[src/rtl/operand_fetch_stage_if.sv]
// Decode-side and execute-side valid/ready bundles for operand_fetch_stage.
// master = upstream decode plus downstream execute; slave = the stage itself.
interface operand_fetch_stage_if #(
  parameter int CTRL_W = 16
);
  logic              in_valid;
  logic              in_ready;
  logic [4:0]        in_rs_a;
  logic [4:0]        in_rs_b;
  logic              in_use_a;
  logic              in_use_b;
  logic [4:0]        in_rd;
  logic              in_rd_we;
  logic [CTRL_W-1:0] in_ctrl;

  logic              out_valid;
  logic              out_ready;
  logic [31:0]       out_a;
  logic [31:0]       out_b;
  logic [4:0]        out_rd;
  logic              out_rd_we;
  logic [CTRL_W-1:0] out_ctrl;

  modport master (
    output in_valid, in_rs_a, in_rs_b,
    output in_use_a, in_use_b,
    output in_rd, in_rd_we, in_ctrl,
    input  in_ready,
    input  out_valid, out_a, out_b,
    input  out_rd, out_rd_we, out_ctrl,
    output out_ready
  );

  modport slave (
    input  in_valid, in_rs_a, in_rs_b,
    input  in_use_a, in_use_b,
    input  in_rd, in_rd_we, in_ctrl,
    output in_ready,
    output out_valid, out_a, out_b,
    output out_rd, out_rd_we, out_ctrl,
    input  out_ready
  );
endinterface

[src/rtl/operand_fetch_stage.sv]
// Operand fetch: RF read, write-back bypass, $0 forcing,
// in-flight writer scoreboard and a valid/ready output register.
module operand_fetch_stage #(
  parameter int CTRL_W = 16
) (
  input  logic        clk,
  input  logic        rst_n,
  operand_fetch_stage_if.slave bus,
  output logic [4:0]  rf_sel_a,
  output logic [4:0]  rf_sel_b,
  input  logic [31:0] rf_data_a,
  input  logic [31:0] rf_data_b,
  input  logic        wb_we,
  input  logic [4:0]  wb_addr,
  input  logic [31:0] wb_data,
  input  logic        flush,
  output logic [31:0] busy_map
);

  logic [31:0]       busy_q, busy_d;
  logic              out_valid_q, out_valid_d;
  logic [31:0]       out_a_q, out_a_d;
  logic [31:0]       out_b_q, out_b_d;
  logic [4:0]        out_rd_q, out_rd_d;
  logic              out_rd_we_q, out_rd_we_d;
  logic [CTRL_W-1:0] out_ctrl_q, out_ctrl_d;

  logic [31:0] opnd_a, opnd_b;
  logic        wb_a, wb_b, wb_rd;
  logic        raw_a, raw_b, waw;
  logic        rdy, accept, drain;

  assign rf_sel_a = bus.in_rs_a;
  assign rf_sel_b = bus.in_rs_b;

  always_comb begin
    wb_a = wb_we && (wb_addr == bus.in_rs_a);
    wb_b = wb_we && (wb_addr == bus.in_rs_b);
    wb_rd = wb_we && (wb_addr == bus.in_rd);

    opnd_a = rf_data_a;
    if (bus.in_rs_a == 5'd0) opnd_a = '0;
    else if (wb_a) opnd_a = wb_data;

    opnd_b = rf_data_b;
    if (bus.in_rs_b == 5'd0) opnd_b = '0;
    else if (wb_b) opnd_b = wb_data;

    // a write-back landing this cycle retires the writer
    raw_a = bus.in_use_a && (bus.in_rs_a != 5'd0)
         && busy_q[bus.in_rs_a] && !wb_a;
    raw_b = bus.in_use_b && (bus.in_rs_b != 5'd0)
         && busy_q[bus.in_rs_b] && !wb_b;
    waw = bus.in_rd_we && (bus.in_rd != 5'd0)
       && busy_q[bus.in_rd] && !wb_rd;

    rdy = !flush && !(raw_a || raw_b || waw)
       && (!out_valid_q || bus.out_ready);
    accept = bus.in_valid && rdy;
    drain = !accept
         && (flush || (out_valid_q && bus.out_ready));
  end

  always_comb begin
    out_valid_d = out_valid_q;
    out_a_d = out_a_q;
    out_b_d = out_b_q;
    out_rd_d = out_rd_q;
    out_rd_we_d = out_rd_we_q;
    out_ctrl_d = out_ctrl_q;
    unique case (1'b1)
      accept: begin
        out_valid_d = 1'b1;
        out_a_d = opnd_a;
        out_b_d = opnd_b;
        out_rd_d = bus.in_rd;
        out_rd_we_d = bus.in_rd_we;
        out_ctrl_d = bus.in_ctrl;
      end
      drain: out_valid_d = 1'b0;
      default: ;
    endcase
  end

  always_comb begin
    busy_d = busy_q;
    for (int n = 1; n < 32; n++) begin
      if (accept && bus.in_rd_we && (bus.in_rd == 5'(n)))
        busy_d[n] = 1'b1;
      else if (wb_we && (wb_addr == 5'(n)))
        busy_d[n] = 1'b0;
      else if (flush && out_valid_q && out_rd_we_q
               && (out_rd_q == 5'(n)))
        busy_d[n] = 1'b0;
    end
    busy_d[0] = 1'b0;
  end

  always_ff @(posedge clk or negedge rst_n) begin
    if (!rst_n) begin
      busy_q <= '0;
      out_valid_q <= 1'b0;
      out_a_q <= '0;
      out_b_q <= '0;
      out_rd_q <= '0;
      out_rd_we_q <= 1'b0;
      out_ctrl_q <= '0;
    end else begin
      busy_q <= busy_d;
      out_valid_q <= out_valid_d;
      out_a_q <= out_a_d;
      out_b_q <= out_b_d;
      out_rd_q <= out_rd_d;
      out_rd_we_q <= out_rd_we_d;
      out_ctrl_q <= out_ctrl_d;
    end
  end

  assign bus.in_ready = rdy;
  assign bus.out_valid = out_valid_q;
  assign bus.out_a = out_a_q;
  assign bus.out_b = out_b_q;
  assign bus.out_rd = out_rd_q;
  assign bus.out_rd_we = out_rd_we_q;
  assign bus.out_ctrl = out_ctrl_q;
  assign busy_map = busy_q;

endmodule

[src/flat_wrapper.sv]
// flat-port wrapper written by rule: the top's interface ports become plain ports
module operand_fetch_stage_flat 
#(
  parameter int CTRL_W = 16
)
  (clk, rst_n, rf_sel_a, rf_sel_b, rf_data_a, rf_data_b, wb_we, wb_addr, wb_data, flush, busy_map, bus_in_valid, bus_in_rs_a, bus_in_rs_b, bus_in_use_a, bus_in_use_b, bus_in_rd, bus_in_rd_we, bus_in_ctrl, bus_in_ready, bus_out_valid, bus_out_a, bus_out_b, bus_out_rd, bus_out_rd_we, bus_out_ctrl, bus_out_ready);
  operand_fetch_stage_if #(.CTRL_W(CTRL_W)) bus_i ();
  input  logic clk;
  input  logic rst_n;
  output logic [4:0] rf_sel_a;
  output logic [4:0] rf_sel_b;
  input  logic [31:0] rf_data_a;
  input  logic [31:0] rf_data_b;
  input  logic wb_we;
  input  logic [4:0] wb_addr;
  input  logic [31:0] wb_data;
  input  logic flush;
  output logic [31:0] busy_map;
  input wire logic [$bits(bus_i.in_valid)-1:0] bus_in_valid;
  input wire logic [$bits(bus_i.in_rs_a)-1:0] bus_in_rs_a;
  input wire logic [$bits(bus_i.in_rs_b)-1:0] bus_in_rs_b;
  input wire logic [$bits(bus_i.in_use_a)-1:0] bus_in_use_a;
  input wire logic [$bits(bus_i.in_use_b)-1:0] bus_in_use_b;
  input wire logic [$bits(bus_i.in_rd)-1:0] bus_in_rd;
  input wire logic [$bits(bus_i.in_rd_we)-1:0] bus_in_rd_we;
  input wire logic [$bits(bus_i.in_ctrl)-1:0] bus_in_ctrl;
  output wire logic [$bits(bus_i.in_ready)-1:0] bus_in_ready;
  output wire logic [$bits(bus_i.out_valid)-1:0] bus_out_valid;
  output wire logic [$bits(bus_i.out_a)-1:0] bus_out_a;
  output wire logic [$bits(bus_i.out_b)-1:0] bus_out_b;
  output wire logic [$bits(bus_i.out_rd)-1:0] bus_out_rd;
  output wire logic [$bits(bus_i.out_rd_we)-1:0] bus_out_rd_we;
  output wire logic [$bits(bus_i.out_ctrl)-1:0] bus_out_ctrl;
  input wire logic [$bits(bus_i.out_ready)-1:0] bus_out_ready;
  assign bus_i.in_valid = bus_in_valid;
  assign bus_i.in_rs_a = bus_in_rs_a;
  assign bus_i.in_rs_b = bus_in_rs_b;
  assign bus_i.in_use_a = bus_in_use_a;
  assign bus_i.in_use_b = bus_in_use_b;
  assign bus_i.in_rd = bus_in_rd;
  assign bus_i.in_rd_we = bus_in_rd_we;
  assign bus_i.in_ctrl = bus_in_ctrl;
  assign bus_in_ready = bus_i.in_ready;
  assign bus_out_valid = bus_i.out_valid;
  assign bus_out_a = bus_i.out_a;
  assign bus_out_b = bus_i.out_b;
  assign bus_out_rd = bus_i.out_rd;
  assign bus_out_rd_we = bus_i.out_rd_we;
  assign bus_out_ctrl = bus_i.out_ctrl;
  assign bus_i.out_ready = bus_out_ready;
  operand_fetch_stage #(.CTRL_W(CTRL_W)) u_core (.clk(clk), .rst_n(rst_n), .bus(bus_i), .rf_sel_a(rf_sel_a), .rf_sel_b(rf_sel_b), .rf_data_a(rf_data_a), .rf_data_b(rf_data_b), .wb_we(wb_we), .wb_addr(wb_addr), .wb_data(wb_data), .flush(flush), .busy_map(busy_map));
endmodule
[config.mk]
export PLATFORM = sky130hd
export DESIGN_NAME = operand_fetch_stage_flat
export DESIGN_NICKNAME = d
export VERILOG_FILES = /design/src/rtl/operand_fetch_stage_if.sv /design/src/rtl/operand_fetch_stage.sv /design/src/flat_wrapper.sv
export SDC_FILE = /design/constraint.sdc
export NUM_CORES = 1
export LEC_CHECK = 0
export ABC_AREA = 1
export CAP_MARGIN = 20
export CORE_MARGIN = 5
export CORE_UTILIZATION = 46
export DETAILED_ROUTE_END_ITERATION = 10
export HOLD_SLACK_MARGIN = 0.15
export PLACE_DENSITY = 0.78
export SETUP_SLACK_MARGIN = 0.2
export SYNTH_ARGS = -nofsm -noshare
export SYNTH_HDL_FRONTEND = slang
export SYNTH_SLANG_ARGS = --single-unit
[constraint.sdc]
create_clock -name clk -period 2.3 [get_ports clk]
set_input_delay 0.345 -clock clk [delete_from_list [all_inputs] [get_ports clk]]
set_output_delay 0.345 -clock clk [all_outputs]
set_load 0.1 [all_outputs]
==> results <==
[metrics by stage]
stage	cell area [µm²]	total power, W
after floorplan	7760	0.00853
after global placement	11100	0.0106
after detailed placement	11100	0.0107
after CTS	11800	0.0134
after global routing	12200	0.0140
final	12200	0.0135
[layout by cell type (no fill, tap or decap), drive strengths merged, types with 9 or more instances in the layout]
cell           instances
clkdlybuf4s50        120
nand4                 21
dfrtp                118
buf                  257
a221o                 23
nand3                203
nor2                  91
nor3                   9
clkbuf                27
o21ai                 89
dlygate4sd2           15
inv                   78
nand2                427
[layer usage]
layer	vias to the layer above	routed length, µm	global-route usage, %
li1	4533	-	-
met1	4457	12800	40.9
met2	602	16600	55.8
met3	122	3630	7.86
met4	0	1930	17.1
met5	-	0	0
[worst min-delay path, stage by stage]
cell	delay [ns]
buf_4	0.21
nand4_1	0.13
nand2_1	0.04
[power breakdown]
part,internal [W],total [W],leakage [nW],switching (W)
sequential,0.00268,0.00319,1.44,0.000518
clock,0.00157,0.00259,0.276,0.00102
combinational,0.00175,0.00776,4.58,0.00601
[flip-flops by register name (all words and copies together), names as in the netlist]
| signal | flops |
|---|---|
| u_core.bus.out_b | 32 |
| u_core.bus.out_valid | 1 |
| u_core.bus.out_ctrl | 16 |
| u_core.bus.out_a | 32 |
| u_core.busy_map | 31 |
| u_core.bus.out_rd_we | 1 |
| u_core.bus.out_rd | 5 |
[what timing repair did]
action,4_1_cts,5_1_grt
endpoints found under the hold margin,32,0
setup buffers,11,2
endpoints found under the setup margin,119,117
hold buffers,1,0
gates cloned,3,8
pin swaps,8,28
resized for setup,46,54
[worst max-delay path by stage]
stage	slack, ns	to	depth (start not counted)	startpoint
2_1_floorplan	0.21	u_core.busy_map[11]	6	u_core.bus.out_valid
3_3_place_gp	-0.48	bus_in_ready	14	bus_in_rs_a[0]
3_5_place_dp	-0.48	bus_in_ready	14	bus_in_rs_a[0]
4_1_cts	-0.1	bus_in_ready	13	u_core.busy_map[21]
5_1_grt	-0.19	bus_in_ready	13	u_core.busy_map[20]
6_report	-0.11	bus_in_ready	11	u_core.busy_map[16]
[cells by family (layout without fill, tap and decap cells)]
| family | after synthesis | after routing | synth area share [%] |
|---|---|---|---|
| AOI/OAI and AO/OA | 137 | 137 | 11.0 |
| xor gates and xnor gates | 1 | 1 | 0.114 |
| buffers and inverters | 174 | 514 | 9.79 |
| DFF | 118 | 118 | 38.3 |
| other | 1 | 4 | 0.0486 |
| and+or+nand+nor | 751 | 752 | 40.8 |
[final cells by class]
class	count	area share [%]
sequential	118	24.6
timing repair buffer	401	31.4
antenna	3	0.0618
inverter	81	2.66
clock inverter	11	0.813
clock buffer	21	3.87
tap	220	2.27
multi-input combinational	891	34.3
==> flow_summary.toml <==
[outcome]
status = "finished, violations left"
violations = "negative setup slack"

[timing]
maxSlewViolCount = 0
rsz0062_at_grt = "true"
post-route-min-period_ns = 2.41
fin_setup_tns_ns = -0.108
setup-violations-final = 1
clock_skew_ns = 0.0115
max_freq_mhz = 415
fin_hold_ws_ns = 0.346
slew_headroom_pct = 59.9
fin_ws_ns = -0.108
worstMarginPinSlew_ns = 0.602
fin_crit_sh_pct = 105
hold_viol = 0

[critical_path]
crit_type = "reg -> out"
crit_buf_inv = 3
worstReg2RegStart = "u_core.busy_map[18]"
arrival_ns = 2.06
slowest_stage = "dfrtp_2"
max_stage_delay_ns = 0.42
path_cells = "inv_1 -> nand2_1 -> nand3_1 -> a21boi_2 -> nor2_1 -> nand2_1 -> nand3_2 -> nand2_2 -> nor2_4 -> buf_12 -> buf_12"
worst_path_dominant_cell_family = "simple AND/OR/NAND/NOR gates"
r2r_cells = 15
r2r_end = "u_core.busy_map[20]"
crit_required_ns = 1.96
critPathCaptureType = "primary output"
critPathMaxFanout = 4
r2r_slack_ns = 0.10
start_kind = "register"

[clocking]
clk_pin_slew_ns = 0.06
insertion_delay_ns = 0.43
cts_max_path_buffers = 2
cts_max_level = 4
numCtsBuffers = 17
cts.sinks = 118
root_buffer = "clkbuf_16"
cts_tree = "built"

[power_and_ir_drop]
peakVddDrop_uv = 881
p_leak_nw = 6.29
powerDensity_nw_per_um2 = 1110

[die]
num_rows = 47
fp.dieH_um = 140
fp.dieW_um = 140
start_util_pct = 46.7
die_area_um2 = 19500
ios = 271
core_area_um2 = 16500

[global_routing]
gr-total-overflow = 0
grt_usage_pct = 33.6
grt_max_degree = 65
antenna_found_initial = 3
grt_pass1_wl_um = 51400
grt_pass1_vias = 9259

[logic_synthesis]
synthesis.area_um2 = 7720
syn_nets = 1323
synth_edf_count = 0
yosysTopAreaCellShare_pct = 38.3
yosysSeqAreaShare_pct = 38.3
ys_ff_latch = 118
synth_cell_types = 28
synth_area_leaders = "dfrtp_1, nand2_1, nand3_1, o21ai_0, nor2_1"
netlist_top_cells_count = "nand2_1, nand3_1, dfrtp_1"
synth.largest_area_cell = "dfrtp_1"
synth_ff_type = "dfrtp_1"
yosys_warnings = 0
avgSynthCellArea_um2 = 6.53
synthMostInstantiatedCell = "nand2_1"
synthCells = 1182
ys_async_sr_fraction_pct = 100

[routing]
wire_per_inst_um = 20.1
ant_nets = 0
dr.first_iter.drc_count = 1076
num_vias = 9714
vias_per_cell = 5.56
wl_um = 35000
drt-pass1-iter-count = 6
drcViolationCount = 0

[worst_hold_path]
min_path_cells = 3
hp-class = "in -> reg"
hold_end = "u_core.busy_map[26]"
min_from = "bus_in_valid"

[final_layout]
nNetsFinal = 1651
n_fill_cell = 1314
final_core_util_pct = 73.5
drive_above_1_share_pct = 25.1
multi_input_area_um2 = 4170
finalNonFillerCells = 1746
register_area_um2 = 2990
synthToLayoutAreaGrowth_pct = 57.5

[placed_design]
dp.cells = 1686
dp.final_hpwl_um = 25100
post-place-ws_ns = -0.482
io_buffers = 269
gp_routability_congestion = 1.04

[run]
cap_violations = 0
Power figures use the tool's default switching activity.
